$ cat src/rtl/hamming_ctrl_pkg.sv
// Shared types and helpers for the Hamming scrub controller.
package hamming_ctrl_pkg;

   localparam int unsigned ERR_W   = 2;
   localparam int unsigned SYN_MAX = 16;

   localparam logic [ERR_W-1:0] ERR_NONE    = 2'd0;
   localparam logic [ERR_W-1:0] ERR_DOUBLE  = 2'd1;
   localparam logic [ERR_W-1:0] ERR_TIMEOUT = 2'd2;
   localparam logic [ERR_W-1:0] ERR_VERIFY  = 2'd3;

   typedef enum logic [2:0] {
      ST_RUN,
      ST_DRAIN,
      ST_CHECK,
      ST_CORRECT,
      ST_VERIFY,
      ST_FAULT
   } scrub_state_t;

   typedef enum logic [1:0] {
      CLEAN,
      SINGLE,
      DOUBLE
   } chk_class_t;

   // A parity-bit-only upset (zero syndrome, overall mismatch) is correctable like a data-bit upset.
   function automatic chk_class_t classify(input logic [SYN_MAX-1:0] syndrome, input logic ovr);
      chk_class_t cls;
      if (ovr)
         cls = SINGLE;
      else if (syndrome == '0)
         cls = CLEAN;
      else
         cls = DOUBLE;
      return cls;
   endfunction

endpackage

$ cat src/rtl/hamming_scrub_ctrl_timer.sv
// Scrub period counter: counts while running, expiry flag on the last cycle of the period.
module scrub_timer #(
   parameter int unsigned PERIOD = 64
) (
   input  logic clk,
   input  logic rst,
   input  logic run,
   input  logic clr,
   output logic expire_c
);

   localparam int unsigned TW = $clog2(PERIOD);

   logic [TW-1:0] count;

   always_ff @(posedge clk or negedge rst) begin
      if (!rst)
         count <= '0;
      else if (clr)
         count <= '0;
      else if (run)
         count <= count + TW'(1);
   end

   assign expire_c = run && (count == TW'(PERIOD - 1));

endmodule

$ cat src/rtl/hamming_scrub_ctrl.sv
// Sequences the protected counter: gates counting, runs periodic/requested scrubs, reports faults.
module hamming_scrub_ctrl
   import hamming_ctrl_pkg::*;
#(
   parameter int unsigned SCRUB_PERIOD = 64,
   parameter int unsigned SYN_W        = 5,
   parameter int unsigned CHK_TIMEOUT  = 8,
   parameter int unsigned CNT_W        = 8
) (
   input  logic             clk,
   input  logic             rst,
   input  logic             enable,
   input  logic             scrub_req,
   input  logic             fault_clr,
   input  logic             chk_valid,
   input  logic [SYN_W-1:0] syndrome,
   input  logic             ovr_par_err,
   output logic             cnt_en,
   output logic             chk_start,
   output logic             corr_we,
   output logic             busy,
   output logic             fatal,
   output logic [1:0]       err_cause,
   output logic [CNT_W-1:0] err_corr_cnt
);

   localparam int unsigned WAIT_W = $clog2(CHK_TIMEOUT + 1);

   scrub_state_t     state, next_state;
   chk_class_t       cls;
   logic             pending, pending_d;
   logic [WAIT_W-1:0] wait_cnt, wait_d;
   logic             chk_start_d, corr_we_d, busy_d, fatal_d;
   logic [1:0]       err_cause_d;
   logic [CNT_W-1:0] corr_cnt_d;
   logic             expire_c, timer_clr, timed_out;

   assign cls       = classify(SYN_MAX'(syndrome), ovr_par_err);
   assign timed_out = (wait_cnt == WAIT_W'(CHK_TIMEOUT - 1));
   assign timer_clr = (state != ST_RUN) || (next_state != ST_RUN);

   // Counting is only allowed in RUN and is forced low while reset is asserted.
   assign cnt_en = enable && rst && (state == ST_RUN);

   scrub_timer #(.PERIOD(SCRUB_PERIOD)) u_timer (
      .clk      (clk),
      .rst      (rst),
      .run      (state == ST_RUN),
      .clr      (timer_clr),
      .expire_c (expire_c)
   );

   always_ff @(posedge clk or negedge rst) begin
      if (!rst) begin
         state        <= ST_RUN;
         pending      <= 1'b0;
         wait_cnt     <= '0;
         chk_start    <= 1'b0;
         corr_we      <= 1'b0;
         busy         <= 1'b0;
         fatal        <= 1'b0;
         err_cause    <= ERR_NONE;
         err_corr_cnt <= '0;
      end else begin
         state        <= next_state;
         pending      <= pending_d;
         wait_cnt     <= wait_d;
         chk_start    <= chk_start_d;
         corr_we      <= corr_we_d;
         busy         <= busy_d;
         fatal        <= fatal_d;
         err_cause    <= err_cause_d;
         err_corr_cnt <= corr_cnt_d;
      end
   end

   always_comb begin
      next_state  = state;
      pending_d   = pending;
      wait_d      = '0;
      err_cause_d = err_cause;
      corr_cnt_d  = err_corr_cnt;

      case (state)
         ST_RUN: begin
            if (expire_c || scrub_req || pending)
               next_state = ST_DRAIN;
         end
         ST_DRAIN:   next_state = ST_CHECK;
         ST_CHECK, ST_VERIFY: begin
            wait_d = wait_cnt + WAIT_W'(1);
            if (chk_valid) begin
               if (cls == CLEAN) begin
                  next_state = ST_RUN;
               end else if (state == ST_CHECK && cls == SINGLE) begin
                  next_state = ST_CORRECT;
               end else begin
                  next_state  = ST_FAULT;
                  err_cause_d = (state == ST_VERIFY) ? ERR_VERIFY : ERR_DOUBLE;
               end
            end else if (timed_out) begin
               next_state  = ST_FAULT;
               err_cause_d = ERR_TIMEOUT;
            end
         end
         ST_CORRECT: next_state = ST_VERIFY;
         ST_FAULT: begin
            if (fault_clr) begin
               next_state  = ST_RUN;
               err_cause_d = ERR_NONE;
            end
         end
         default:    next_state = ST_RUN;
      endcase

      // Requests during a scrub collapse into a single follow-up scrub.
      if (next_state == ST_DRAIN)
         pending_d = 1'b0;
      else if (scrub_req && state != ST_RUN)
         pending_d = 1'b1;

      chk_start_d = (state == ST_DRAIN   && next_state == ST_CHECK) ||
                    (state == ST_CORRECT && next_state == ST_VERIFY);
      corr_we_d   = (next_state == ST_CORRECT) && (state != ST_CORRECT);
      busy_d      = (next_state != ST_RUN);
      fatal_d     = (next_state == ST_FAULT);

      if (corr_we_d && err_corr_cnt != '1)
         corr_cnt_d = err_corr_cnt + CNT_W'(1);
   end

endmodule

$ cat config.mk
export PLATFORM = sky130hd
export DESIGN_NAME = hamming_scrub_ctrl
export DESIGN_NICKNAME = d
export VERILOG_FILES = /design/src/rtl/hamming_ctrl_pkg.sv /design/src/rtl/hamming_scrub_ctrl_timer.sv /design/src/rtl/hamming_scrub_ctrl.sv
export SDC_FILE = /design/constraint.sdc
export NUM_CORES = 1
export LEC_CHECK = 0
export ABC_AREA = 1
export ABC_CLOCK_PERIOD_IN_PS = 6200
export CAP_MARGIN = 20
export CORE_UTILIZATION = 55
export CTS_CLUSTER_SIZE = 28
export DETAILED_ROUTE_END_ITERATION = 8
export PLACE_DENSITY = 0.89
export SLEW_MARGIN = 10
export SYNTH_ARGS = -nofsm -noshare
export SYNTH_HDL_FRONTEND = slang
export SYNTH_HIERARCHICAL = 1
export SYNTH_SLANG_ARGS = --single-unit
$ cat constraint.sdc
create_clock -name clk -period 6.2 [get_ports clk]
set_input_delay 1.86 -clock clk [delete_from_list [all_inputs] [get_ports clk]]
set_output_delay 1.86 -clock clk [all_outputs]
set_load 0.01 [all_outputs]
==> out/summary.log, run 1 <==
INFO  floorplan      i_o_pin_cnt=27
INFO  synth          synthesis.area=0.00149mm²
INFO  detailed_routing drc_errors=0
INFO  global_routing grt_max_degree=29
INFO  pwr            leakagePower=0.879nW
INFO  timing         period_minus_slack=4.89ns
INFO  synth          yosysTopAreaCell=sky130_fd_sc_hd__dfrtp_1
INFO  synth          area_fraction_in_compound_gates_after_synthesis=0.0597
INFO  final_layout   synthToLayoutAreaGrowth=22.0%
INFO  synth          ys_warnings=6
INFO  cts            tritoncts=done
INFO  synth          synth-simple-area-share=0.336
INFO  timing         timing.final.setup_violations=0
INFO  floorplan      std_cell_rows=18
INFO  synth          synth_common_cells=sky130_fd_sc_hd__nand2_1, sky130_fd_sc_hd__dfrtp_1, sky130_fd_sc_hd__inv_1, sky130_fd_sc_hd__nor2_1, sky130_fd_sc_hd__nand3_1
INFO  pwr            swShare=0.405
INFO  global_routing global_route_wire_length_before_repair=4770µm
INFO  timing         unrepaired_setup_endpoints_after_global_routing=no
INFO  pwr            comb_power_share=0.458
INFO  hold_path      hold_path_class=flip-flop to flip-flop
INFO  detailed_routing drt-pass1-iter-count=4
INFO  floorplan      die_height=54.0µm
INFO  global_routing grt_overflow_total=0
INFO  final_layout   finalCoreUtilization=0.720
INFO  synth          synth_top_area_frac=0.471
INFO  pwr            ir_worst_vdd=0.283mV
INFO  critical_path  critPathSlowestCell=sky130_fd_sc_hd__clkdlybuf4s50_1
INFO  cts            number_of_buffers_created_by_cts=3
INFO  timing         max_freq=0.205GHz
INFO  floorplan      die_w=54.0µm
INFO  pwr            power.clock.fraction=0.113
INFO  synth          synthFlopType=sky130_fd_sc_hd__dfrtp_1
INFO  floorplan      initial_utilization=0.590
INFO  cts            worst_setup_hold_path_clk_slew=0.15ns
INFO  final_layout   finalNetCount=239
INFO  cts            cts-hold-fix-buffers=0
INFO  synth          seq_area_frac_synth=0.471
INFO  run            maxCapViolCount=0
INFO  timing         final-max-slew-violation-count=0
INFO  pwr            totalPowerFinal=649µW
INFO  global_routing antenna_found_initial=0
INFO  detailed_routing drt_wl_total=2870µm
INFO  pwr            cellInternalPower=386µW
INFO  timing         worst_slew_margin_rel=0.771
INFO  timing         fin_ws=1.31ns
INFO  status         outcome=complete, no violations
INFO  detailed_routing post_drt_via_cell_ratio=5.07
INFO  critical_path  cp_data_arrival_time=3.03ns
INFO  pwr            switching_power=263µW
INFO  timing         part_of_the_cycle_the_worst_path_needs=0.788
INFO  critical_path  critical_path_required=4.34ns
INFO  detailed_routing via_count=1278
INFO  synth          postSynthAreaPerCell=7.75µm²
INFO  cts            cts_htree_levels=1
INFO  synth          post_synth_main_area_contributors=sky130_fd_sc_hd__dfrtp_1, sky130_fd_sc_hd__nand2_1, sky130_fd_sc_hd__inv_1
INFO  global_routing globalRouteTotalUtil=0.223
INFO  synth          yosysUniqueCellTypes=19
INFO  detailed_routing drtAntennaViolNets=0
INFO  placed_design  post-dp-hpwl=2270µm
INFO  cts            clock_tree.root_cell=sky130_fd_sc_hd__clkbuf_4
INFO  synth          post_synth_xor_area_fraction=0.0353
INFO  placed_design  globalplace.congestion=0.873
INFO  synth          synthesis.nets=207
INFO  synth          async_flop_share=1.00
INFO  final_layout   fraction_of_final_layout_cells_sized_beyond_drive_strength_1=0.0766
INFO  pwr            sequential_group_share_of_total_power=0.429
INFO  synth          number_of_instances_in_the_synthesized_netlist=192
INFO  detailed_routing drt_iter0_markers=17
INFO  global_routing via_count_of_the_first_global_routing_pass=1158
INFO  critical_path  crit_chain=clkdlybuf4s50_1, nand2_1, nor2_1, clkdlybuf4s50_1
INFO  cts            insertion_delay=0.32ns
INFO  final_layout   num_antenna_cells=0
INFO  floorplan      area_of_the_die=0.00292mm²
INFO  cts            postCtsSetupRepairBufs=0
INFO  synth          combinational_family_with_the_most_area_after_synthesis=simple AND/OR/NAND/NOR gates
INFO  synth          synth.area.mux_share=0
INFO  critical_path  endpoint_kind=output pin
INFO  floorplan      core-area=0.00252mm²
INFO  timing         report.final.hold_viol_count=0
INFO  timing         fin_tns_setup=0ns
INFO  cts            post_cts_resized=0
INFO  critical_path  max_stage_delay=0.53ns
INFO  synth          synth-seq-cells=28
INFO  critical_path  worst-setup-path-type=input pin to output pin
INFO  pwr            power.density=357mW/mm²
INFO  critical_path  crit_path_frequent_cell=sky130_fd_sc_hd__clkdlybuf4s50_1
INFO  timing         clock-skew-final=0.0103ns
INFO  cts            clkSinkCount=28
INFO  synth          synthMostInstantiatedCell=sky130_fd_sc_hd__nand2_1
INFO  synth          yosys.area_share.adder=0.0252
INFO  critical_path  crit_path_max_fanout=2
INFO  timing         timing_worst_slew_pin_value=0.343ns
INFO  placed_design  placement.setup.worst_slack=1.29ns
INFO  critical_path  crit_path_start_kind=input pin
INFO  placed_design  buffer_ports.inserted=26
INFO  detailed_routing routedWlPerCell=11.4µm
INFO  synth          count_of_flip_flops_with_a_built_in_enable_after_synthesis=0
INFO  cts            cts.path.max_buffers=2
[sequential cells by signal (all words and copies together) (netlist names)]
| name | flops |
|---|---|
| chk_start | 1 |
| state | 3 |
| corr_we | 1 |
| err_corr_cnt | 8 |
| u_timer/count | 6 |
| err_cause | 2 |
| pending | 1 |
| wait_cnt | 4 |
| fatal | 1 |
| busy | 1 |
[layout by cell type (no fill, tap or decap), types with 2 or more instances in the layout]
| cell type | instances |
|---|---|
| sky130_fd_sc_hd__ha_1 | 3 |
| sky130_fd_sc_hd__a21oi_1 | 5 |
| sky130_fd_sc_hd__inv_1 | 28 |
| sky130_fd_sc_hd__nand2_1 | 47 |
| sky130_fd_sc_hd__clkdlybuf4s50_1 | 26 |
| sky130_fd_sc_hd__o21ai_1 | 4 |
| sky130_fd_sc_hd__nand4_1 | 2 |
| sky130_fd_sc_hd__o21ai_0 | 7 |
| sky130_fd_sc_hd__dfrtp_1 | 28 |
| sky130_fd_sc_hd__clkbuf_4 | 3 |
| sky130_fd_sc_hd__xor2_1 | 3 |
| sky130_fd_sc_hd__xnor2_1 | 3 |
| sky130_fd_sc_hd__nor3_1 | 4 |
| sky130_fd_sc_hd__nand3_1 | 20 |
| sky130_fd_sc_hd__nor2_1 | 25 |
| sky130_fd_sc_hd__nand3_2 | 6 |
| sky130_fd_sc_hd__nor2_2 | 3 |
[routing by layer]
| layer | routed length, µm | GRT usage | part of all wire | vias to the layer above |
|---|---|---|---|---|
| li1 | - | - | - | 670 |
| met1 | 1370 | 0.280 | 0.48 | 571 |
| met2 | 1360 | 0.389 | 0.47 | 33 |
| met3 | 105 | 0.0254 | 0.037 | 4 |
| met4 | 35 | 0.0855 | 0.012 | 0 |
| met5 | 0 | 0 | 0 | - |
[metrics by stage]
step / cell area (µm²) / hold slack [ns] / instances
global placement: 1790 / 0.450 / 249
floorplan: 1490 / 0.431 / 192
finish: 1820 / 0.471 / 252
global route: 1820 / 0.510 / 252
detailed placement: 1790 / 0.458 / 249
CTS: 1820 / 0.477 / 252
[cell type report]
cell class / instances / area (µm²)
fill: 211 / 707
timing repair buffer: 27 / 268
inverter: 29 / 109
clock buffer: 3 / 22.5
sequential: 28 / 701
multi-input combinational: 135 / 678
tap: 30 / 37.5
[power by group through the flow]
stage	clock network, mW	logic, mW	registers [mW]
after floorplan	0	0.169	0.292
after global placement	0	0.288	0.280
after detailed placement	0	0.297	0.283
after CTS	0.0787	0.299	0.279
after global routing	0.0804	0.341	0.286
final	0.0732	0.297	0.278
[cell families (layout without fill, tap and decap cells)]
logic type      after synthesis  count (layout)
flops                        28              28
simple gates                109             109
xor+xnor                      6               6
buf+inv                      29              59
compound gates               17              17
fa+ha+maj                     3               3
[final timing paths]
kind / startpoint / slack, ns / endpoint / cells past startpoint
worst max-delay path: rst / 1.31 / cnt_en / 4
worst min-delay path: wait_cnt[0] / 0.47 / wait_cnt[0] / 1
worst max register to register: state[2] / 3.78 / u_timer/count[5] / 17
worst min register to register: wait_cnt[0] / 0.47 / wait_cnt[0] / 1
max in group asynchronous: rst / 4.00 / u_timer/count[1] / 2
min in group asynchronous: rst / 1.94 / err_cause[0] / 2
[worst max-delay path, delay by kind of cell]
family	cells	cell delay [ns]
buffers and inverters	2	1.02
and+or+nand+nor	2	0.14
(Power assumes the default switching activity.)
==> run 2, diff against run 1 <==
- ABC_CLOCK_PERIOD_IN_PS: 6200 -> 4200
- CORE_UTILIZATION: 55 -> 46
- PLACE_DENSITY: 0.89 -> 0.8
- clock period: 6.2 -> 4.2 ns (I/O delays scaled with it)
==> out/summary.log, run 2 (same netlist as run 1, synthesis figures left out) <==
INFO  hold_path      min-delay-start=wait_cnt[0]
INFO  detailed_routing routedWlPerCell=10.6µm [-7.0%]
INFO  floorplan      i_o_pin_cnt=27 [unchanged]
INFO  timing         part_of_the_cycle_the_worst_path_needs=0.892
INFO  critical_path  reg2reg_slack=1.89ns [-1.89 ns]
INFO  cts            post_cts_resized=0 [unchanged]
INFO  floorplan      die_height=58.9µm [+9.0%]
INFO  timing         report.final.hold_viol_count=0 [unchanged]
INFO  placed_design  globalplace.congestion=0.855 [-2.1%]
INFO  timing         period_minus_slack=3.75ns
INFO  final_layout   final-instance-count-excl-fill=267 [+6.0%]
INFO  cts            cts.path.max_buffers=2 [unchanged]
INFO  detailed_routing drtAntennaViolNets=0 [unchanged]
INFO  timing         clock-skew-final=0.00136ns [-0.00897 ns]
INFO  hold_path      hold_path_class=flip-flop to flip-flop
INFO  pwr            totalPowerFinal=979µW [+51%]
INFO  detailed_routing drc_errors=0 [unchanged]
INFO  cts            insertion_delay=0.32ns [about the same]
INFO  critical_path  crit_path_start_kind=input pin
INFO  global_routing antenna_found_initial=0 [unchanged]
INFO  global_routing grt_overflow_total=0 [unchanged]
INFO  cts            clock_tree.root_cell=sky130_fd_sc_hd__clkbuf_4
INFO  timing         unrepaired_setup_endpoints_after_global_routing=no
INFO  critical_path  crit_path_max_fanout=2 [unchanged]
INFO  final_layout   registers.top_by_ff_count=err_corr_cnt
INFO  timing         max_freq=0.267GHz
INFO  critical_path  regToRegEndpoint=u_timer/count[5]
INFO  timing         fin_tns_setup=0ns [unchanged]
INFO  placed_design  post-dp-hpwl=2180µm [-4.0%]
INFO  floorplan      std_cell_rows=20 [+2]
INFO  pwr            leakagePower=0.886nW [+0.82%]
INFO  final_layout   fraction_of_final_layout_cells_sized_beyond_drive_strength_1=0.0807 [+0.00414]
INFO  cts            worst_setup_hold_path_clk_slew=0.15ns [about the same]
INFO  floorplan      initial_utilization=0.487 [-0.102]
INFO  critical_path  worst_r2r_startpoint=state[2]
INFO  timing         worst_slew_margin_rel=0.774 [+0.00298]
INFO  status         outcome=complete, no violations
INFO  final_layout   num_antenna_cells=0 [unchanged]
INFO  cts            postCtsSetupRepairBufs=0 [unchanged]
INFO  critical_path  endpoint_kind=output pin
INFO  hold_path      whs_path_depth=1 [unchanged]
INFO  detailed_routing drt-pass1-iter-count=4 [unchanged]
INFO  timing         timing_worst_slew_pin_value=0.339ns [-0.00447 ns]
INFO  floorplan      area_of_the_die=0.00347mm² [+19%]
INFO  final_layout   final_common_cell=sky130_fd_sc_hd__nand2_1
INFO  global_routing grt_max_degree=29 [unchanged]
INFO  detailed_routing drt_wl_total=2830µm [-1.5%]
INFO  hold_path      timing.hold.worst_endpoint=wait_cnt[0]
INFO  placed_design  buffer_ports.inserted=26 [unchanged]
INFO  critical_path  rr_worst_depth=17 [unchanged]
INFO  global_routing global_route_wire_length_before_repair=4910µm [+2.9%]
INFO  critical_path  critical_path_required=2.94ns [-1.40 ns]
INFO  global_routing via_count_of_the_first_global_routing_pass=1161 [+0.26%]
INFO  final_layout   largest_register_ffs=8 [unchanged]
INFO  final_layout   finalNetCount=239 [unchanged]
INFO  run            maxCapViolCount=0 [unchanged]
INFO  timing         final-max-slew-violation-count=0 [unchanged]
INFO  cts            cts-hold-fix-buffers=0 [unchanged]
INFO  final_layout   layout_common_cells=sky130_fd_sc_hd__nand2_1, sky130_fd_sc_hd__inv_1, sky130_fd_sc_hd__dfrtp_1
INFO  cts            tritoncts=done
INFO  cts            clkSinkCount=28 [unchanged]
INFO  placed_design  post_placement_cell_count=263 [+5.6%]
INFO  global_routing globalRouteTotalUtil=0.190 [-0.0333]
INFO  cts            cts_htree_levels=1 [unchanged]
INFO  critical_path  worst-setup-path-type=input pin to output pin
INFO  floorplan      die_w=58.9µm [+9.0%]
INFO  timing         timing.final.setup_violations=0 [unchanged]
INFO  detailed_routing post_drt_via_cell_ratio=4.73 [-6.7%]
INFO  pwr            ir_worst_vdd=0.214mV [-24%]
INFO  cts            number_of_buffers_created_by_cts=3 [unchanged]
INFO  floorplan      core-area=0.00305mm² [+21%]
INFO  detailed_routing via_count=1263 [-1.2%]
INFO  timing         hold_ws=0.487ns [+0.0162 ns]
INFO  final_layout   reg_top3=err_corr_cnt (8), u_timer/count (6), wait_cnt (4)
INFO  final_layout   synthToLayoutAreaGrowth=24.1%
INFO  detailed_routing drt_iter0_markers=41 [+24]
INFO  critical_path  cp_data_arrival_time=2.49ns [-0.54 ns]
INFO  final_layout   fillers=292 [+38%]
INFO  pwr            power.density=530mW/mm² [+48%]
run 2: cell types whose count changed in the layout (fill, tap and decap cells not counted), sizes merged:
cell and delta:
clkbuf +1
run 2: worst max-delay path by stage:
stage                 from  cells past startpoint     end  slack (ns)
floorplan           enable                      2  cnt_en        1.47
global placement       rst                      4  cnt_en        0.45
detailed placement     rst                      4  cnt_en        0.44
CTS                    rst                      4  cnt_en        0.44
global route           rst                      4  cnt_en        0.40
finish                 rst                      4  cnt_en        0.45
run 2: power by group:
group / switching, mW / internal (mW) / total, mW
combinational: 0.245 / 0.191 / 0.436
clock: 0.0775 / 0.0530 / 0.131
sequential: 0.0687 / 0.344 / 0.413
run 2: area by class of cell:
class	count	area (µm²)	area share
clock buffers	4	36.3	0.0196
multi-input cells	135	678	0.367
repair buffers	27	268	0.145
well taps	44	55.1	0.0298
inverters	29	109	0.0589
flip-flops and latches	28	701	0.379
run 2: per-stage QoR:
step | util | cell area [µm²] | worst slack (ns)
floorplan | - | 1490 | 1.47
global placement | 0.593 | 1810 | 0.447
detailed placement | 0.593 | 1810 | 0.444
CTS | 0.605 | 1850 | 0.442
global route | 0.605 | 1850 | 0.400
finish | 0.605 | 1850 | 0.452
run 2: layer usage:
layer | track usage | share of wire | wire length (µm) | vias to the layer above
met5 | 0 | 0 | 0 | -
met4 | 0.0850 | 0.0096 | 27 | 0
met3 | 0.0220 | 0.026 | 73 | 2
met2 | 0.302 | 0.46 | 1300 | 22
met1 | 0.261 | 0.50 | 1420 | 573
li1 | - | - | - | 666
run 2: worst max-delay path: stages:
cell and delay, ns:
sky130_fd_sc_hd__clkdlybuf4s50_1 0.53, sky130_fd_sc_hd__nand2_1 0.06, sky130_fd_sc_hd__nor2_1 0.10, sky130_fd_sc_hd__clkdlybuf4s50_1 0.53
==> run 3, diff against run 2 <==
- SLEW_MARGIN: 10 -> not set
- TNS_END_PERCENT: not set -> 20
==> results of run 3 <==
The final DEF is identical to that of run 2; final timing and power are the same.
